[config.mk]
export PLATFORM = sky130hd
export DESIGN_NAME = load_store_unit_flat
export DESIGN_NICKNAME = d
export VERILOG_FILES = /design/src/rtl/load_store_unit_if.sv /design/src/rtl/load_store_unit.sv /design/src/flat_wrapper.sv
export SDC_FILE = /design/constraint.sdc
export NUM_CORES = 1
export LEC_CHECK = 0
export ABC_AREA = 1
export CAP_MARGIN = 5
export CORE_MARGIN = 5
export CORE_UTILIZATION = 55
export CTS_BUF_LIST = sky130_fd_sc_hd__clkbuf_8 sky130_fd_sc_hd__clkbuf_16
export CTS_CLUSTER_SIZE = 24
export DETAILED_ROUTE_END_ITERATION = 10
export PLACE_DENSITY = 0.87
export SYNTH_ARGS = -nofsm -noshare
export SYNTH_HDL_FRONTEND = slang
export SYNTH_SLANG_ARGS = --single-unit
[constraint.sdc]
create_clock -name clk -period 4.68 [get_ports clk]
set_clock_uncertainty 0.2 [all_clocks]
set_input_delay 0.936 -clock clk [delete_from_list [all_inputs] [get_ports clk]]
set_output_delay 0.936 -clock clk [all_outputs]
set_load 0.005 [all_outputs]
[src/rtl/load_store_unit_if.sv]
// CPU request/response and word-memory port signals of the load/store unit.
// slave is the unit's own view; master is the CPU/memory side.
interface load_store_unit_if;
  logic        req_valid;
  logic        req_ready;
  logic [3:0]  req_op;
  logic [31:0] req_address;
  logic [31:0] req_store_data;
  logic [31:0] req_rt_old;
  logic        load_valid;
  logic [31:0] load_data;
  logic        store_done;
  logic        error;
  logic [31:0] mem_address;
  logic        mem_read;
  logic        mem_write;
  logic        mem_clock_enable;
  logic [31:0] mem_write_data;
  logic [31:0] mem_read_data;

  modport slave (
    input  req_valid, req_op, req_address, req_store_data, req_rt_old, mem_read_data,
    output req_ready, load_valid, load_data, store_done, error,
           mem_address, mem_read, mem_write, mem_clock_enable, mem_write_data
  );

  modport master (
    output req_valid, req_op, req_address, req_store_data, req_rt_old, mem_read_data,
    input  req_ready, load_valid, load_data, store_done, error,
           mem_address, mem_read, mem_write, mem_clock_enable, mem_write_data
  );
endinterface

[src/rtl/load_store_unit.sv]
// MIPS load/store unit: turns byte/halfword/word/LWL/LWR requests into word-aligned
// big-endian accesses, using read-modify-write for sub-word stores.
module load_store_unit #(
  parameter int MEM_BYTES = 4096
) (
  input  logic             clk,
  input  logic             reset,
  load_store_unit_if.slave bus
);

  localparam logic [3:0] OP_LB  = 4'd0;
  localparam logic [3:0] OP_LBU = 4'd1;
  localparam logic [3:0] OP_LH  = 4'd2;
  localparam logic [3:0] OP_LHU = 4'd3;
  localparam logic [3:0] OP_LW  = 4'd4;
  localparam logic [3:0] OP_LWL = 4'd5;
  localparam logic [3:0] OP_LWR = 4'd6;
  localparam logic [3:0] OP_SB  = 4'd8;
  localparam logic [3:0] OP_SH  = 4'd9;
  localparam logic [3:0] OP_SW  = 4'd10;

  typedef enum logic [2:0] {
    IDLE, LOAD, DONE_L, STORE_W, RMW_RD, RMW_WR, DONE_S, ERR
  } state_t;

  state_t      state_q, state_d;
  logic [3:0]  op_q, op_d;
  logic [31:0] addr_q, addr_d;
  logic [31:0] sdata_q, sdata_d;
  logic [31:0] rt_old_q, rt_old_d;
  logic [31:0] merge_q, merge_d;
  logic [31:0] load_data_q, load_data_d;
  logic [31:0] wdata_q, wdata_d;
  logic        ready_q, ready_d;
  logic        rd_q, rd_d;
  logic        wr_q, wr_d;
  logic        lv_q, lv_d;
  logic        sd_q, sd_d;
  logic        err_q, err_d;

  function automatic logic legal_op(input logic [3:0] op);
    case (op)
      OP_LB, OP_LBU, OP_LH, OP_LHU, OP_LW, OP_LWL, OP_LWR,
      OP_SB, OP_SH, OP_SW: return 1'b1;
      default:             return 1'b0;
    endcase
  endfunction

  function automatic logic misaligned(input logic [3:0] op, input logic [1:0] k);
    case (op)
      OP_LH, OP_LHU, OP_SH: return k[0];
      OP_LW, OP_SW:         return (k != 2'd0);
      default:              return 1'b0;
    endcase
  endfunction

  // Shifting left by 8k brings lane k to the top byte, so sub-word fields read from [31:...].
  function automatic logic [31:0] load_result(input logic [3:0] op, input logic [1:0] k,
                                              input logic [31:0] word, input logic [31:0] rt_old);
    logic [31:0] up;
    logic [4:0]  sh_l;
    logic [4:0]  sh_r;
    up   = word << {k, 3'b000};
    sh_l = {k, 3'b000};
    sh_r = {~k, 3'b000};
    case (op)
      OP_LB:   return {{24{up[31]}}, up[31:24]};
      OP_LBU:  return {24'h0, up[31:24]};
      OP_LH:   return {{16{up[31]}}, up[31:16]};
      OP_LHU:  return {16'h0, up[31:16]};
      OP_LWL:  return up | (rt_old & ((32'h1 << sh_l) - 32'h1));
      OP_LWR:  return (word >> sh_r) | (rt_old & ~(32'hFFFF_FFFF >> sh_r));
      default: return word;
    endcase
  endfunction

  function automatic logic [31:0] store_merge(input logic [3:0] op, input logic [1:0] k,
                                              input logic [31:0] old, input logic [31:0] sd);
    logic [31:0] mask;
    logic [31:0] data;
    if (op == OP_SB) begin
      mask = 32'hFF00_0000 >> {k, 3'b000};
      data = {4{sd[7:0]}};
    end else begin
      mask = 32'hFFFF_0000 >> {k, 3'b000};
      data = {2{sd[15:0]}};
    end
    return (old & ~mask) | (data & mask);
  endfunction

  always_comb begin
    state_d     = state_q;
    op_d        = op_q;
    addr_d      = addr_q;
    sdata_d     = sdata_q;
    rt_old_d    = rt_old_q;
    merge_d     = merge_q;
    load_data_d = load_data_q;
    case (state_q)
      IDLE: begin
        if (bus.req_valid) begin
          op_d     = bus.req_op;
          addr_d   = bus.req_address;
          sdata_d  = bus.req_store_data;
          rt_old_d = bus.req_rt_old;
          if (!legal_op(bus.req_op) || (bus.req_address >= 32'(MEM_BYTES)) ||
              misaligned(bus.req_op, bus.req_address[1:0])) begin
            state_d = ERR;
          end else begin
            case (bus.req_op)
              OP_SW:        state_d = STORE_W;
              OP_SB, OP_SH: state_d = RMW_RD;
              default:      state_d = LOAD;
            endcase
          end
        end
      end
      LOAD: begin
        load_data_d = load_result(op_q, addr_q[1:0], bus.mem_read_data, rt_old_q);
        state_d     = DONE_L;
      end
      STORE_W: state_d = DONE_S;
      RMW_RD: begin
        merge_d = bus.mem_read_data;
        state_d = RMW_WR;
      end
      RMW_WR:  state_d = DONE_S;
      default: state_d = IDLE;
    endcase

    // Outputs are decoded from the next state so they come straight out of flops.
    ready_d = (state_d == IDLE);
    rd_d    = (state_d == LOAD) || (state_d == RMW_RD);
    wr_d    = (state_d == STORE_W) || (state_d == RMW_WR);
    lv_d    = (state_d == DONE_L);
    sd_d    = (state_d == DONE_S);
    err_d   = (state_d == ERR);
    if (state_d == STORE_W)
      wdata_d = sdata_d;
    else if (state_d == RMW_WR)
      wdata_d = store_merge(op_q, addr_q[1:0], merge_d, sdata_q);
    else
      wdata_d = 32'h0;
  end

  always_ff @(posedge clk or negedge reset) begin
    if (!reset) begin
      state_q     <= IDLE;
      op_q        <= 4'h0;
      addr_q      <= 32'h0;
      sdata_q     <= 32'h0;
      rt_old_q    <= 32'h0;
      merge_q     <= 32'h0;
      load_data_q <= 32'h0;
      wdata_q     <= 32'h0;
      ready_q     <= 1'b1;
      rd_q        <= 1'b0;
      wr_q        <= 1'b0;
      lv_q        <= 1'b0;
      sd_q        <= 1'b0;
      err_q       <= 1'b0;
    end else begin
      state_q     <= state_d;
      op_q        <= op_d;
      addr_q      <= addr_d;
      sdata_q     <= sdata_d;
      rt_old_q    <= rt_old_d;
      merge_q     <= merge_d;
      load_data_q <= load_data_d;
      wdata_q     <= wdata_d;
      ready_q     <= ready_d;
      rd_q        <= rd_d;
      wr_q        <= wr_d;
      lv_q        <= lv_d;
      sd_q        <= sd_d;
      err_q       <= err_d;
    end
  end

  assign bus.req_ready        = ready_q;
  assign bus.load_valid       = lv_q;
  assign bus.load_data        = load_data_q;
  assign bus.store_done       = sd_q;
  assign bus.error            = err_q;
  assign bus.mem_address      = {addr_q[31:2], 2'b00};
  assign bus.mem_read         = rd_q;
  assign bus.mem_write        = wr_q;
  assign bus.mem_clock_enable = wr_q;
  assign bus.mem_write_data   = wdata_q;

endmodule

[src/flat_wrapper.sv]
// flat-port wrapper written by rule: the top's interface ports become plain ports
module load_store_unit_flat 
#(
  parameter int MEM_BYTES = 4096
)
  (clk, reset, bus_req_valid, bus_req_op, bus_req_address, bus_req_store_data, bus_req_rt_old, bus_mem_read_data, bus_req_ready, bus_load_valid, bus_load_data, bus_store_done, bus_error, bus_mem_address, bus_mem_read, bus_mem_write, bus_mem_clock_enable, bus_mem_write_data);
  load_store_unit_if bus_i ();
  input  logic clk;
  input  logic reset;
  input wire logic [$bits(bus_i.req_valid)-1:0] bus_req_valid;
  input wire logic [$bits(bus_i.req_op)-1:0] bus_req_op;
  input wire logic [$bits(bus_i.req_address)-1:0] bus_req_address;
  input wire logic [$bits(bus_i.req_store_data)-1:0] bus_req_store_data;
  input wire logic [$bits(bus_i.req_rt_old)-1:0] bus_req_rt_old;
  input wire logic [$bits(bus_i.mem_read_data)-1:0] bus_mem_read_data;
  output wire logic [$bits(bus_i.req_ready)-1:0] bus_req_ready;
  output wire logic [$bits(bus_i.load_valid)-1:0] bus_load_valid;
  output wire logic [$bits(bus_i.load_data)-1:0] bus_load_data;
  output wire logic [$bits(bus_i.store_done)-1:0] bus_store_done;
  output wire logic [$bits(bus_i.error)-1:0] bus_error;
  output wire logic [$bits(bus_i.mem_address)-1:0] bus_mem_address;
  output wire logic [$bits(bus_i.mem_read)-1:0] bus_mem_read;
  output wire logic [$bits(bus_i.mem_write)-1:0] bus_mem_write;
  output wire logic [$bits(bus_i.mem_clock_enable)-1:0] bus_mem_clock_enable;
  output wire logic [$bits(bus_i.mem_write_data)-1:0] bus_mem_write_data;
  assign bus_i.req_valid = bus_req_valid;
  assign bus_i.req_op = bus_req_op;
  assign bus_i.req_address = bus_req_address;
  assign bus_i.req_store_data = bus_req_store_data;
  assign bus_i.req_rt_old = bus_req_rt_old;
  assign bus_i.mem_read_data = bus_mem_read_data;
  assign bus_req_ready = bus_i.req_ready;
  assign bus_load_valid = bus_i.load_valid;
  assign bus_load_data = bus_i.load_data;
  assign bus_store_done = bus_i.store_done;
  assign bus_error = bus_i.error;
  assign bus_mem_address = bus_i.mem_address;
  assign bus_mem_read = bus_i.mem_read;
  assign bus_mem_write = bus_i.mem_write;
  assign bus_mem_clock_enable = bus_i.mem_clock_enable;
  assign bus_mem_write_data = bus_i.mem_write_data;
  load_store_unit #(.MEM_BYTES(MEM_BYTES)) u_core (.clk(clk), .reset(reset), .bus(bus_i));
endmodule
; ---- Word-level counts from Yosys, hierarchy flattened
; Memories as Yosys holds them, arrays and structs flattened.
; Index checks and enable logic that the tools add are counted.
[classes]
magnitude_cmp = 1
shifts = 6
n_mux = 21
div_mod_pow = 0
n_addsub = 1
multipliers = 0
n_eq_ne = 23
reduce_logical = 14
bitwise = 10
[op_table]
columns = cell, count
row1 = 2-to-1 mux 32 bit, 11
row2 = case mux 32 bit (6 select lines), 1
row3 = AND 32 bit, 4
row4 = OR 32 bit, 3
row5 = >> shifter 32 x 5 -> 32 bit (first input constant), 3
row6 = NOT 32 bit, 2
row7 = >= comparator 32 x 13 -> 1 bit (second input constant), 1
row8 = << shifter 1 x 5 -> 32 bit (first input constant), 1
row9 = << shifter 32 x 5 -> 32 bit, 1
row10 = >> shifter 32 x 5 -> 32 bit, 1
row11 = subtractor 32 x 1 -> 32 bit (second input constant), 1
row12 = == test 3 bit (second input constant), 6
row13 = == test 4 x 2 -> 1 bit (second input constant), 4
row14 = == test 4 bit (second input constant), 4
row15 = == test 4 x 3 -> 1 bit (second input constant), 3
row16 = case mux 3 bit (4 select lines), 1
row17 = == test 3 x 2 -> 1 bit (second input constant), 3
row18 = == test 3 x 1 -> 1 bit (second input constant), 2
row19 = zero test 3 bit, 2
row20 = 2-to-1 mux 3 bit, 2
row21 = case mux 3 bit (2 select lines), 1
row22 = OR reduction 2 bit, 3
row23 = == test 4 x 1 -> 1 bit (second input constant), 1
row24 = zero test 4 bit, 1
row25 = 8 further kinds, 14
[totals]
output_inout_bits = 103
latchBits = 0
ram_bits = 0
memories = 1
rom_bits = 16
inputBits = 135
register_bits = 205
elab_cells = 91
[memory_table]
columns = memory, words, width, read_ports, rd_ports_with_merged_regs, write_ports, line_no
row1 = (name not given), 16, 1, 1, 0, 0, load_store_unit.sv:42  ; case (op)

; ---- Logic depth before layout (Yosys ltp)
[logic_depth]
ltp_word = 17
ltp_mapped = 14
ltp_nobuf = 13

; ---- Least setup slack after synthesis
; OpenSTA, ideal clock, no wires.
[synth_path]
kind = input-to-reg
startpoint = input bus_req_address[12]
endpoint = register u_core.wdata_q[15] (netlist: u_core.bus.mem_write_data[15])
t_required_ps = 4414
stages = 12
path_slack_ps = 2448
t_arrival_ps = 1966
setup_ps = 66
n_path_buf = 1
path_cell_list = nor2_1 > nand2_1 > nor2_1 > nand2_1 > nor2_1 > nand3_1 > nand2_1 > nand2_2 > nor2_4 > buf_6 > nand2_1 > nand2_1
[synth_between]
elab_chain_cells = 9
elab_cells_between_ends = 10
classes_between = 1 x order compare / 2 x eq/ne / 5 x mux / 2 x reduce/logical
[synth_rtl]
columns = item, line_no
row1 = start: declaration, flat_wrapper.sv:12  ; input wire logic [$bits(bus_i.req_address)-1:0] bus_req_address;
row2 = >= comparator 32 x 13 -> 1 bit *, load_store_unit.sv:106  ; if (!legal_op(bus.req_op) || (bus.req_address >= 32'(MEM_BYTES)) ||
row3 = logical OR 1 bit * (2 in series), load_store_unit.sv:106
row4 = 2-to-1 mux 3 bit *, load_store_unit.sv:106
row5 = 2-to-1 mux 3 bit *, load_store_unit.sv:101  ; if (bus.req_valid) begin
row6 = case mux 3 bit (4 select lines) *, load_store_unit.sv:99  ; case (state_q)
row7 = via u_core.state_d[2], load_store_unit.sv:26  ; state_t state_q, state_d;
row8 = == test 3 bit, load_store_unit.sv:140  ; else if (state_d == RMW_WR)
row9 = 2-to-1 mux 32 bit, load_store_unit.sv:140
row10 = 2-to-1 mux 32 bit *, load_store_unit.sv:138  ; if (state_d == STORE_W)
row11 = via u_core.wdata_d[15], load_store_unit.sv:33  ; logic [31:0] wdata_q, wdata_d;
row12 = end signal: assignment, load_store_unit.sv:170  ; wdata_q <= wdata_d;
row13 = end: declaration, load_store_unit.sv:33
; The timed path passes the listed nets; every way through them passes the cells marked *.
; A chain may end at the register's enable or synchronous reset.

; ---- Worst setup path in the final report
[layout_path]
startpoint = register u_core.addr_q[0]
endpoint = register u_core.load_data_q[31] (netlist: u_core.bus.load_data[31])
[layout_between]
elab_chain_cells = 6
elab_cells_between_ends = 12
classes_between = 1 x add/sub / 4 x shift / 1 x mux / 6 x bitwise
[layout_rtl]
columns = item, line_no
row1 = start: declaration, load_store_unit.sv:28  ; logic [31:0] addr_q, addr_d;
row2 = start signal: assignment, load_store_unit.sv:165  ; addr_q <= addr_d;
row3 = branches (longest 5 deep; another with subtractor 32 x 1 -> 32 bit), --
row4 = case mux 32 bit (6 select lines) *, load_store_unit.sv:66  ; case (op)
row5 = end signal: assignment, load_store_unit.sv:169  ; load_data_q <= load_data_d;
row6 = end: declaration, load_store_unit.sv:32  ; logic [31:0] load_data_q, load_data_d;
; Mark *: on every way between the ends.

==> results.toml <==
[worst_setup_path]
path_cells = "nor2_1 > buf_4 > inv_1 > ha_1 > inv_1 > nor2_1 > nand2_1 > nand2_1 > nand2_1 > nand2_1 > o21ai_0 > nand2_1"
crit_buf_inv = 3
critPathLaunchType = "register"
critPathKind = "reg2reg"
cp_top_family = "buffers and inverters"
critPathMostFrequentCell = "nand2_1"
cp_max_fo = 30
cpMaxStageDelayCell = "dfrtp_1"
arrival_ns = 3.63
required_ns = 4.85
end_kind = "register"
slowest_delay_ns = 0.63

[cts]
clock-sinks = 205
clock_path_buffers = 3
htreeDepth = 1
clockRootBuffer = "clkbuf_16"
holdBufCountCts = 0
cts-resized-gates = 0
clk_latency_ns = 0.52
cts_made_buffers = 22
cts_setup_buffers = 0
cts_tree = "done"
clk_pin_slew_ns = 0.06

[sta]
rsz0062_at_grt = "no"
slew_viol_final = 0
final.setup.tns_ns = 0
period_share_pct = 73.84
clock.fmax_mhz = 289.4
hold_viol_final = 0
period_needed_ns = 3.456
setup_viol_count_final = 0
maxSlewHeadroom_pct = 40.85
worstMarginPinSlew_ns = 0.8813

[finish]
stdcell_area_um2 = 13190
final_cell_mix = "546 x nand2_1, 234 x clkdlybuf4s50_1, 204 x dfrtp_1, 195 x o21ai_0, 104 x inv_1"
area_delta_synth_final_pct = 27.98
stdcell_count = 1781
layout-drive-gt1-share_pct = 4.719
nets = 1667
final_common_cell = "nand2_1"
diodes = 0

[route]
drt_iter0_markers = 1210
routedWlPerCell_um = 18.64
drtPass1Iterations = 7
route.detailed.drc = 0
wl_um = 33210
viasPerCell = 5.569
ant_nets = 0
vias = 9919

[floorplan]
die_w_um = 146.9
die_area_um2 = 21580
die_y_um = 146.9
coreArea_um2 = 18580
start_util_pct = 55.47
num_io_pins = 238
row_count = 50

[place]
place_inst = 1741
gp_congestion = 0.9706
placed_area_um2 = 12450
port_buffers = 235
dpl.hpwl_um = 23410

[synth]
yosysUniqueCellTypes = 30
syn_area_um2 = 10310
ys_ff_latch = 205
yosys.area.top_type = "dfrtp_1"
synth_area_leaders = "dfrtp_1 50%, nand2_1 20%, o21ai_0 9.5%, inv_1 3.7%, buf_4 2.8%"
syn_area_per_cell_um2 = 7.579
synth-seq-area-share_pct = 49.78
yosysTopAreaCellShare_pct = 49.53
synthCells = 1360
synth_warnings = 0

[global_routing]
grt_pass1_vias = 9747
antenna_found_initial = 0
grt_first_pass_wirelength_um = 51850
grtUsageTotal_pct = 29.91
overflow = 0
grt_max_degree = 93

[run]
max_cap_violations = 0

[outcome]
status = "completed"

[power_and_ir_drop]
p_per_area_nw_per_um2 = 683.3
p_leak_uw = 0.006448
ir_worst_vdd_uv = 436.4

[hold_path]
hold_path.class = "in2async"
-- per-layer routing --
| layer | vias to the layer above | routed length, µm | global-route usage (%) |
|---|---|---|---|
| li1 | 4650 | - | - |
| met1 | 4631 | 13010 | 39.62 |
| met2 | 550 | 15120 | 47.87 |
| met3 | 88 | 3785 | 7.896 |
| met4 | 0 | 1292 | 10.72 |
| met5 | - | 0 | 0 |
-- logic make-up after synthesis --
group,count (synthesis),share of synthesized area [%]
compound gates,299,15.51
fa+ha+maj,1,0.1214
buf+inv,212,10.01
flops,205,49.78
mux,4,0.3885
other cells,1,0.03638
simple gates,638,24.14
-- registers in the layout (all words and copies together) (netlist names) --
name	count
u_core.rt_old_q	32
u_core.addr_q	32
u_core.bus.load_valid	1
u_core.bus.mem_write_data	32
u_core.bus.store_done	1
u_core.bus.load_data	32
u_core.bus.error	1
u_core.merge_q	32
u_core.sdata_q	32
u_core.bus.mem_clock_enable	1
u_core.bus.mem_read	1
u_core.op_q	4
u_core.bus.req_ready	1
u_core.state_q	3
-- power by group --
part / internal [µW] / switching (µW) / total (µW) / leakage (µW)
clock: 1040 / 734 / 1770 / 0.000379
sequential: 2590 / 391 / 2980 / 0.00257
combinational: 1610 / 2650 / 4260 / 0.00350
-- synthesized netlist by cell type --
master / instances
nand2_1: 546
dfrtp_1: 204
o21ai_0: 195
inv_1: 101
nor2_1: 52
a21oi_1: 47
buf_4: 39
buf_2: 30
nand3_1: 25
o22ai_1: 24
clkbuf_1: 23
o211ai_1: 20
buf_6: 7
inv_2: 7
a22oi_1: 6
nand2_2: 5
o21ai_1: 5
mux2i_1: 4
clkinv_1: 3
nor2_2: 3
buf_1: 2
nand3_2: 2
nand4_2: 2
o21ai_2: 2
conb_1: 1
dfstp_2: 1
ha_1: 1
nand3b_1: 1
nor2_4: 1
nor3_1: 1
-- worst paths after layout --
path,slack [ns],endpoint,startpoint,depth (start not counted)
max in group asynchronous,3.01,u_core.merge_q[21],reset,2
min in group clk,0.28,u_core.bus.load_data[17],u_core.bus.load_data[17],2
worst min register to register,0.28,u_core.bus.load_data[17],u_core.bus.load_data[17],2
worst max-delay path,1.22,u_core.bus.load_data[31],u_core.addr_q[0],12
worst max register to register,1.22,u_core.bus.load_data[31],u_core.addr_q[0],12
worst min-delay path,0.28,u_core.addr_q[16],reset,1
-- per-stage QoR --
| step | hold WS [ns] | total power [µW] | utilization [%] | setup WS [ns] |
|---|---|---|---|---|
| floorplan | 0.2436 | 5589 | - | 2.448 |
| detailed placement | 0.2608 | 7148 | 67.00 | 1.309 |
| CTS | 0.2801 | 8967 | 71.00 | 1.398 |
| finish | 0.2804 | 9014 | 71.00 | 1.224 |
| global route | 0.2996 | 9632 | 71.00 | 1.169 |
| global placement | 0.2580 | 7025 | 67.00 | 1.369 |
-- area by class of cell --
class                      count  area, µm²
multi-input combinational    944       4148
tap                          234      292.8
sequential                   205       5131
fill                        1436       5389
inverter                     111      417.9
clock buffer                  26      605.6
timing repair buffer         247       2459
clock inverter                14      137.6
Note: power is estimated with default switching activity, not from simulation.
